--- config.mk ---
export PLATFORM = sky130hd
export DESIGN_NAME = iir_biquad_tdm_flat
export DESIGN_NICKNAME = d
export VERILOG_FILES = /design/src/rtl/iir_biquad_tdm_if.sv /design/src/rtl/iir_biquad_tdm.sv /design/src/flat_wrapper.sv
export SDC_FILE = /design/constraint.sdc
export NUM_CORES = 1
export LEC_CHECK = 0
export ABC_AREA = 1
export ABC_CLOCK_PERIOD_IN_PS = 19500
export BUFFER_PORTS_ARGS = -buffer_cell sky130_fd_sc_hd__buf_2
export CORE_MARGIN = 2
export CORE_UTILIZATION = 55
export CTS_BUF_LIST = sky130_fd_sc_hd__clkbuf_8
export CTS_CLUSTER_DIAMETER = 80
export CTS_CLUSTER_SIZE = 10
export DETAILED_ROUTE_END_ITERATION = 8
export PLACE_DENSITY = 0.75
export SLEW_MARGIN = 20
export SYNTH_ARGS = -nofsm -noshare
export SYNTH_HDL_FRONTEND = slang
export SYNTH_SLANG_ARGS = --single-unit
export TNS_END_PERCENT = 5
--- constraint.sdc ---
create_clock -name sys_clk -period 19.5 [get_ports sys_clk]
set_input_delay 0 -clock sys_clk [delete_from_list [all_inputs] [get_ports sys_clk]]
set_output_delay 0 -clock sys_clk [all_outputs]
set_load 0.005 [all_outputs]
--- src/rtl/iir_biquad_tdm_if.sv ---
// Sample stream bundle for iir_biquad_tdm: valid/ready input side plus the
// result pulse side. The filter uses the slave view; the sample source uses master.
interface iir_biquad_tdm_if #(
  parameter int DW  = 12,
  parameter int NCH = 2
);
  localparam int CHW = (NCH > 1) ? $clog2(NCH) : 1;

  logic                  in_valid;
  logic                  in_ready;
  logic [CHW-1:0]        in_ch;
  logic signed [DW-1:0]  in_data;
  logic                  out_valid;
  logic [CHW-1:0]        out_ch;
  logic signed [DW-1:0]  out_data;
  logic                  out_sat;

  modport master (
    output in_valid, in_ch, in_data,
    input  in_ready, out_valid, out_ch, out_data, out_sat
  );

  modport slave (
    input  in_valid, in_ch, in_data,
    output in_ready, out_valid, out_ch, out_data, out_sat
  );
endinterface

--- src/rtl/iir_biquad_tdm.sv ---
// Direct-form-I biquad, NCH time-multiplexed channels sharing one multiplier.
// One sample is accepted in IDLE, then five MAC cycles (b0,b1,b2,a1,a2) build
// the sum; the last MAC cycle rounds half-up, saturates and writes history.
module iir_biquad_tdm #(
  parameter int DW   = 12,
  parameter int CW   = 16,
  parameter int FRAC = 11,
  parameter int NCH  = 2
) (
  input  logic                 sys_clk,
  input  logic                 sys_rst,
  input  logic                 coef_we,
  input  logic [2:0]           coef_sel,
  input  logic signed [CW-1:0] coef_data,
  input  logic                 clr_state,
  iir_biquad_tdm_if.slave      s_if
);
  localparam int CHW  = (NCH > 1) ? $clog2(NCH) : 1;
  localparam int ACCW = DW + CW + 3;
  localparam int PW   = DW + CW;

  localparam logic signed [ACCW-1:0] ROUND_K = ACCW'(2 ** (FRAC - 1));
  localparam logic signed [ACCW-1:0] SAT_MAX = ACCW'(2 ** (DW - 1) - 1);
  localparam logic signed [ACCW-1:0] SAT_MIN = ACCW'(-(2 ** (DW - 1)));
  localparam logic signed [DW-1:0]   Y_MAX   = {1'b0, {(DW-1){1'b1}}};
  localparam logic signed [DW-1:0]   Y_MIN   = {1'b1, {(DW-1){1'b0}}};
  localparam logic [CHW:0]           NCH_L   = (CHW+1)'(NCH);

  // Coefficient order everywhere: 0=b0 1=b1 2=b2 3=a1 4=a2
  localparam logic signed [CW-1:0] COEF_DEF [5] =
    '{CW'(94), CW'(140), CW'(94), CW'(-1213), CW'(268)};

  typedef enum logic [2:0] {S_IDLE, S_MAC0, S_MAC1, S_MAC2, S_MAC3, S_MAC4} state_t;

  state_t                 state_q, state_d;
  logic signed [ACCW-1:0] acc_q, acc_d;
  // Working copy of the accepted sample and its channel history
  logic signed [DW-1:0]   x_q, x_d, x1_q, x1_d, x2_q, x2_d, y1_q, y1_d, y2_q, y2_d;
  logic [CHW-1:0]         ch_q, ch_d;
  logic                   ch_ok_q, ch_ok_d;
  logic signed [CW-1:0]   coef_sh_q [5];
  logic signed [CW-1:0]   coef_sh_d [5];
  logic signed [CW-1:0]   coef_act_q [5];
  logic signed [CW-1:0]   coef_act_d [5];
  logic                   out_valid_q, out_valid_d;
  logic [CHW-1:0]         out_ch_q, out_ch_d;
  logic signed [DW-1:0]   out_data_q, out_data_d;
  logic                   out_sat_q, out_sat_d;
  // Per-channel history
  logic signed [DW-1:0]   hx1_q [NCH];
  logic signed [DW-1:0]   hx1_d [NCH];
  logic signed [DW-1:0]   hx2_q [NCH];
  logic signed [DW-1:0]   hx2_d [NCH];
  logic signed [DW-1:0]   hy1_q [NCH];
  logic signed [DW-1:0]   hy1_d [NCH];
  logic signed [DW-1:0]   hy2_q [NCH];
  logic signed [DW-1:0]   hy2_d [NCH];

  logic                   in_ready;
  logic                   accept;
  logic                   in_ch_ok;
  logic signed [DW-1:0]   sel_x1, sel_x2, sel_y1, sel_y2;
  logic signed [CW-1:0]   mac_coef;
  logic signed [DW-1:0]   mac_op;
  logic                   mac_sub;
  logic signed [PW-1:0]   product;
  logic signed [ACCW-1:0] prod_ext, acc_sum, acc_shift;
  logic signed [DW-1:0]   y_res;
  logic                   y_sat;

  // Clearing takes priority over a new sample, so ready drops with clr_state
  assign in_ready = sys_rst && !clr_state && (state_q == S_IDLE);
  assign accept   = in_ready && s_if.in_valid;
  assign in_ch_ok = {1'b0, s_if.in_ch} < NCH_L;

  assign s_if.in_ready  = in_ready;
  assign s_if.out_valid = out_valid_q;
  assign s_if.out_ch    = out_ch_q;
  assign s_if.out_data  = out_data_q;
  assign s_if.out_sat   = out_sat_q;

  // Fetch the addressed channel's history; out-of-range channels read as zero
  always_comb begin
    sel_x1 = '0;
    sel_x2 = '0;
    sel_y1 = '0;
    sel_y2 = '0;
    for (int i = 0; i < NCH; i++) begin
      if (s_if.in_ch == CHW'(i)) begin
        sel_x1 = hx1_q[i];
        sel_x2 = hx2_q[i];
        sel_y1 = hy1_q[i];
        sel_y2 = hy2_q[i];
      end
    end
  end

  // Pick the coefficient/operand pair for the current MAC step
  always_comb begin
    mac_coef = '0;
    mac_op   = '0;
    mac_sub  = 1'b0;
    case (state_q)
      S_MAC0:  begin mac_coef = coef_act_q[0]; mac_op = x_q;  end
      S_MAC1:  begin mac_coef = coef_act_q[1]; mac_op = x1_q; end
      S_MAC2:  begin mac_coef = coef_act_q[2]; mac_op = x2_q; end
      S_MAC3:  begin mac_coef = coef_act_q[3]; mac_op = y1_q; mac_sub = 1'b1; end
      S_MAC4:  begin mac_coef = coef_act_q[4]; mac_op = y2_q; mac_sub = 1'b1; end
      default: ;
    endcase
  end

  // Shared multiplier, accumulate, and the final round/saturate of the sum
  always_comb begin
    product   = PW'(mac_coef) * PW'(mac_op);
    prod_ext  = ACCW'(product);
    acc_sum   = mac_sub ? (acc_q - prod_ext) : (acc_q + prod_ext);
    acc_shift = acc_sum >>> FRAC;
    y_res     = acc_shift[DW-1:0];
    y_sat     = 1'b0;
    if (acc_shift > SAT_MAX) begin
      y_res = Y_MAX;
      y_sat = 1'b1;
    end else if (acc_shift < SAT_MIN) begin
      y_res = Y_MIN;
      y_sat = 1'b1;
    end
  end

  // Next-state, coefficient banks, output and history updates
  always_comb begin
    state_d     = state_q;
    acc_d       = acc_q;
    x_d         = x_q;
    x1_d        = x1_q;
    x2_d        = x2_q;
    y1_d        = y1_q;
    y2_d        = y2_q;
    ch_d        = ch_q;
    ch_ok_d     = ch_ok_q;
    coef_sh_d   = coef_sh_q;
    coef_act_d  = coef_act_q;
    out_valid_d = 1'b0;
    out_ch_d    = out_ch_q;
    out_data_d  = out_data_q;
    out_sat_d   = out_sat_q;
    hx1_d       = hx1_q;
    hx2_d       = hx2_q;
    hy1_d       = hy1_q;
    hy2_d       = hy2_q;

    // Shadow bank is writable in any state, even while clearing
    if (coef_we) begin
      for (int k = 0; k < 5; k++) begin
        if (coef_sel == 3'(k)) coef_sh_d[k] = coef_data;
      end
    end

    if (clr_state) begin
      state_d = S_IDLE;
      acc_d   = '0;
      for (int i = 0; i < NCH; i++) begin
        hx1_d[i] = '0;
        hx2_d[i] = '0;
        hy1_d[i] = '0;
        hy2_d[i] = '0;
      end
    end else begin
      case (state_q)
        S_IDLE: begin
          if (accept) begin
            // Active bank takes the pre-write shadow, so a same-cycle write waits a sample
            coef_act_d = coef_sh_q;
            x_d        = s_if.in_data;
            x1_d       = sel_x1;
            x2_d       = sel_x2;
            y1_d       = sel_y1;
            y2_d       = sel_y2;
            ch_d       = s_if.in_ch;
            ch_ok_d    = in_ch_ok;
            acc_d      = ROUND_K;
            state_d    = S_MAC0;
          end
        end
        S_MAC0: begin acc_d = acc_sum; state_d = S_MAC1; end
        S_MAC1: begin acc_d = acc_sum; state_d = S_MAC2; end
        S_MAC2: begin acc_d = acc_sum; state_d = S_MAC3; end
        S_MAC3: begin acc_d = acc_sum; state_d = S_MAC4; end
        S_MAC4: begin
          acc_d   = '0;
          state_d = S_IDLE;
          if (ch_ok_q) begin
            out_valid_d = 1'b1;
            out_ch_d    = ch_q;
            out_data_d  = y_res;
            out_sat_d   = y_sat;
            for (int i = 0; i < NCH; i++) begin
              if (ch_q == CHW'(i)) begin
                hx2_d[i] = x1_q;
                hx1_d[i] = x_q;
                hy2_d[i] = y1_q;
                hy1_d[i] = y_res;
              end
            end
          end
        end
        default: state_d = S_IDLE;
      endcase
    end
  end

  // Control, datapath, coefficient and output registers
  always_ff @(posedge sys_clk) begin
    if (!sys_rst) begin
      state_q     <= S_IDLE;
      acc_q       <= '0;
      x_q         <= '0;
      x1_q        <= '0;
      x2_q        <= '0;
      y1_q        <= '0;
      y2_q        <= '0;
      ch_q        <= '0;
      ch_ok_q     <= 1'b0;
      out_valid_q <= 1'b0;
      out_ch_q    <= '0;
      out_data_q  <= '0;
      out_sat_q   <= 1'b0;
      for (int k = 0; k < 5; k++) begin
        coef_sh_q[k]  <= COEF_DEF[k];
        coef_act_q[k] <= COEF_DEF[k];
      end
    end else begin
      state_q     <= state_d;
      acc_q       <= acc_d;
      x_q         <= x_d;
      x1_q        <= x1_d;
      x2_q        <= x2_d;
      y1_q        <= y1_d;
      y2_q        <= y2_d;
      ch_q        <= ch_d;
      ch_ok_q     <= ch_ok_d;
      out_valid_q <= out_valid_d;
      out_ch_q    <= out_ch_d;
      out_data_q  <= out_data_d;
      out_sat_q   <= out_sat_d;
      coef_sh_q   <= coef_sh_d;
      coef_act_q  <= coef_act_d;
    end
  end

  for (genvar gi = 0; gi < NCH; gi++) begin : g_hist
    // History registers for one channel
    always_ff @(posedge sys_clk) begin
      if (!sys_rst) begin
        hx1_q[gi] <= '0;
        hx2_q[gi] <= '0;
        hy1_q[gi] <= '0;
        hy2_q[gi] <= '0;
      end else begin
        hx1_q[gi] <= hx1_d[gi];
        hx2_q[gi] <= hx2_d[gi];
        hy1_q[gi] <= hy1_d[gi];
        hy2_q[gi] <= hy2_d[gi];
      end
    end
  end
endmodule

--- src/flat_wrapper.sv ---
// flat-port wrapper written by rule: the top's interface ports become plain ports
module iir_biquad_tdm_flat 
#(
  parameter int DW   = 12,
  parameter int CW   = 16,
  parameter int FRAC = 11,
  parameter int NCH  = 2
)
  (sys_clk, sys_rst, coef_we, coef_sel, coef_data, clr_state, s_if_in_valid, s_if_in_ch, s_if_in_data, s_if_in_ready, s_if_out_valid, s_if_out_ch, s_if_out_data, s_if_out_sat);
  iir_biquad_tdm_if #(.DW(DW), .NCH(NCH)) s_if_i ();
  input  logic sys_clk;
  input  logic sys_rst;
  input  logic coef_we;
  input  logic [2:0] coef_sel;
  input  logic signed [CW-1:0] coef_data;
  input  logic clr_state;
  input wire logic [$bits(s_if_i.in_valid)-1:0] s_if_in_valid;
  input wire logic [$bits(s_if_i.in_ch)-1:0] s_if_in_ch;
  input wire logic [$bits(s_if_i.in_data)-1:0] s_if_in_data;
  output wire logic [$bits(s_if_i.in_ready)-1:0] s_if_in_ready;
  output wire logic [$bits(s_if_i.out_valid)-1:0] s_if_out_valid;
  output wire logic [$bits(s_if_i.out_ch)-1:0] s_if_out_ch;
  output wire logic [$bits(s_if_i.out_data)-1:0] s_if_out_data;
  output wire logic [$bits(s_if_i.out_sat)-1:0] s_if_out_sat;
  assign s_if_i.in_valid = s_if_in_valid;
  assign s_if_i.in_ch = s_if_in_ch;
  assign s_if_i.in_data = s_if_in_data;
  assign s_if_in_ready = s_if_i.in_ready;
  assign s_if_out_valid = s_if_i.out_valid;
  assign s_if_out_ch = s_if_i.out_ch;
  assign s_if_out_data = s_if_i.out_data;
  assign s_if_out_sat = s_if_i.out_sat;
  iir_biquad_tdm #(.DW(DW), .CW(CW), .FRAC(FRAC), .NCH(NCH)) u_core (.sys_clk(sys_clk), .sys_rst(sys_rst), .coef_we(coef_we), .coef_sel(coef_sel), .coef_data(coef_data), .clr_state(clr_state), .s_if(s_if_i));
endmodule
==> results.cfg <==
[status]
status = complete, no violations

[critical_path]
timing.rr.start = u_core.state_q[1]
rrSetupSlack_ns = 8.57
crit_type = reg2reg
reg2reg_depth = 45
worstPathMaxFanout = 34
crit_start = u_core.state_q[1]
cp-endpoint = u_core.hy1_q[12]
start_kind = flop
arrival_ns = 11.50
cp_top_family = simple AND/OR/NAND/NOR gates
worstReg2RegEnd = u_core.hy1_q[12]
cp_slowest_cell = nor3_1
cpMostUsedCell = nand2_1
slowest_delay_ns = 0.97
worst-path-stages = 45
cp-end-kind = flop
crit_required_ns = 20.07
cp_num_buf_inv = 8

[sta]
rsz0062_at_grt = no
setup_viol = 0
fin_ws_ns = 8.567
final-hold-violation-count = 0
finClkSkew_ns = 0.02667
tns_ns = 0
finalHoldWorstSlack_ns = 0.2006
timing.final.crit_share_pct = 56.07
min_period_ns = 10.93
fmax_mhz = 91.47
relSlewSlack_pct = 22.38
drv_slew = 0
worst_slew_pin_slew_ns = 1.155

[yosys]
yosysUniqueCellTypes = 51
ys.flop_type = dfxtp_1
synthesis.nets = 3726
synthCells = 3420
ys_ff_latch = 367
ys_seq_area_share_pct = 30.03
synthArstFlopShare_pct = 0
yosysWarnings = 0
synth-edff-count = 0
synthesis.area_um2 = 24470
avgSynthCellArea_um2 = 7.155

[power_and_ir_drop]
power_density_nw_per_um2 = 57.77
p_leak_nw = 12.60
ir_worst_vdd_v = 0.00005744

[routing]
wl_mm = 63.15
drc = 0
vias = 21690
avgRoutedWirePerCell_um = 15.60
firstDrtPassIters = 5
drt-initial-drc-count = 1624
vias_per_cell = 5.358
ant_nets = 0

[layout]
diodes = 0
drive_gt1_share_pct = 6.134
nNetsFinal = 3761
area_growth_pct = 7.517
nFillCells = 4113

[min_path]
hold_path_class = in2reg

[global_routing]
grt_max_degree = 114
first_global_vias = 21010
grt_overflow_total = 0
antenna_found_initial = 0
grt_pass1_wl_mm = 105.0
grt_usage_pct = 27.72

[cts]
cts-root-buf = clkbuf_8
path_clk_slew_ns = 0.08
cts_sinks = 367
cts_tree = yes
cts_buffer_depth = 3
cts_setup_buffers = 0
htreeDepth = 2
clk_latency_ns = 0.62
cts-buffers-inserted = 42

[run]
maxCapViolations = 0

[placed_design]
pre_cts_slack_ns = 8.767
port_buffers = 52
dpl.hpwl_mm = 44.34
place.gp.congestion = 0.9446

[floorplanning]
rows = 77
boundaryPins = 53
core-area_um2 = 44030
die_x_um = 214.9
die_h_um = 214.9
dieArea_um2 = 46190
start_util_pct = 55.57
==> cell families after synthesis <==
| group | Yosys count | share of synthesized area (%) |
|---|---|---|
| buffers and inverters | 785 | 12.22 |
| adders and majority gates | 269 | 19.28 |
| DFF | 367 | 30.03 |
| xor gates and xnor gates | 60 | 2.148 |
| and+or+nand+nor | 1257 | 21.62 |
| muxes | 1 | 0.04091 |
| AOI/OAI and AO/OA | 681 | 14.67 |
==> final cells by class <==
class	instances	area [um^2]	area share (%)
multi-input cells	2268	14190	53.94
flip-flops and latches	367	7347	27.93
inverters	639	2401	9.127
repair buffers	137	1023	3.890
well taps	592	740.7	2.816
clock buffers	43	591.8	2.250
clock inverters	2	12.51	0.04756
==> repair_timing <==
item | 4_1_cts | 5_1_grt
hold buffers | 49 | 0
hold endpoints to repair | 116 | 0
gates resized for setup | 0 | 0
==> worst min-delay path, cell delays in order <==
cell	delay [ns]
dlygate4sd3_1	0.51
buf_2	0.15
nand2_1	0.06
nand3_1	0.07
==> layer usage <==
metal / vias to the layer above / global-route usage (%) / share of wire, %
li1: 10710 / - / -
met3: 112 / 4.558 / 6.9
met5: - / 0 / 0
met1: 10136 / 36.80 / 44
met4: 0 / 9.074 / 2.7
met2: 732 / 46.13 / 46
==> cells in the final DEF (no fill, tap or decap), types with 5 or more instances in the layout <==
cell type / Yosys / final
inv_1: 622 / 620
nand2_1: 556 / 555
nor2_1: 448 / 445
dfxtp_1: 367 / 367
a21oi_1: 325 / 325
o21ai_0: 267 / 267
fa_1: 180 / 180
nand3_1: 134 / 134
ha_1: 89 / 89
buf_2: 10 / 51
dlygate4sd3_1: 0 / 49
xor2_1: 45 / 45
clkbuf_8: 0 / 43
buf_4: 4 / 37
o22ai_1: 35 / 35
nand4_1: 18 / 18
nor3_1: 17 / 16
xnor2_1: 15 / 15
nor4_1: 18 / 14
nor2_2: 13 / 13
nand2_2: 12 / 12
nand2_4: 10 / 11
a211oi_1: 11 / 11
inv_2: 9 / 10
a21o_1: 10 / 10
clkinv_1: 8 / 8
nor4_2: 3 / 7
nand3b_1: 6 / 6
nor3_2: 4 / 5
a221oi_1: 5 / 5
o21bai_1: 5 / 5
nor2_4: 2 / 5
==> synth_stat cells (2+ instances only) <==
master | number | area, um^2
a221oi_1 | 5 | 43.79
buf_2 | 10 | 50.05
a22oi_1 | 2 | 15.01
xnor2_1 | 15 | 131.4
nand2_4 | 10 | 112.6
nand2_2 | 12 | 75.07
a21o_1 | 10 | 75.07
nor2_1 | 448 | 1682
o211ai_1 | 2 | 15.01
nor2_4 | 2 | 22.52
nor4_1 | 18 | 112.6
fa_1 | 180 | 3603
o22ai_1 | 35 | 219.0
a211oi_1 | 11 | 82.58
ha_1 | 89 | 1114
xor2_1 | 45 | 394.1
nand2_1 | 556 | 2087
inv_1 | 622 | 2335
and2_1 | 4 | 25.02
buf_4 | 4 | 30.03
a31oi_1 | 4 | 25.02
nand3_2 | 4 | 40.04
nor4_2 | 3 | 37.54
nand3b_1 | 6 | 45.04
buf_1 | 5 | 18.77
clkinv_1 | 8 | 30.03
o21ai_0 | 267 | 1336
a21oi_2 | 4 | 35.03
nor3_1 | 17 | 85.08
or2_2 | 4 | 25.02
nand3_1 | 134 | 670.6
a21oi_1 | 325 | 1627
clkbuf_1 | 126 | 473.0
dfxtp_1 | 367 | 7347
nor2_2 | 13 | 81.33
o21bai_1 | 5 | 37.54
o21a_1 | 2 | 15.01
inv_2 | 9 | 33.78
o31ai_1 | 2 | 15.01
nand4_1 | 18 | 112.6
nor3_2 | 4 | 40.04
o21ai_1 | 4 | 20.02
==> metrics by stage <==
step / util [%] / instances / instance area [um^2] / power [mW]
after global routing: 59.75 / 4048 / 26310 / 1.587
after CTS: 59.75 / 4048 / 26310 / 1.522
after detailed placement: 57.27 / 3954 / 25210 / 1.063
final: 59.75 / 4048 / 26310 / 1.520
after global placement: 57.25 / 3954 / 25210 / 1.061
after floorplan: - / 3420 / 24470 / 1.006
==> sequential cells by signal (all words and copies together) (netlist names), 24 cells and up <==
register / count
u_core.acc_q: 31
u_core.coef_act_q: 80
u_core.coef_sh_q: 80
u_core.hx1_q: 24
u_core.hx2_q: 24
u_core.hy1_q: 24
u_core.hy2_q: 24
==> how the worst min path moves through the flow <==
stage / start / end / slack (ns) / cells after the start
floorplan: coef_data[0] / u_core.coef_sh_q[16] / 0.13 / 2
global placement: s_if_in_data[1] / u_core.x_q[1] / 0.28 / 3
detailed placement: coef_data[1] / u_core.coef_sh_q[17] / 0.29 / 3
CTS: coef_data[1] / u_core.coef_sh_q[65] / 0.17 / 4
global route: coef_data[12] / u_core.coef_sh_q[28] / 0.23 / 4
finish: coef_data[1] / u_core.coef_sh_q[65] / 0.20 / 4
==> report_power, final <==
part | internal [mW] | switching [mW]
sequential | 0.771 | 0.00858
clock | 0.197 | 0.265
combinational | 0.0804 | 0.198
(Power assumes the default switching activity.)
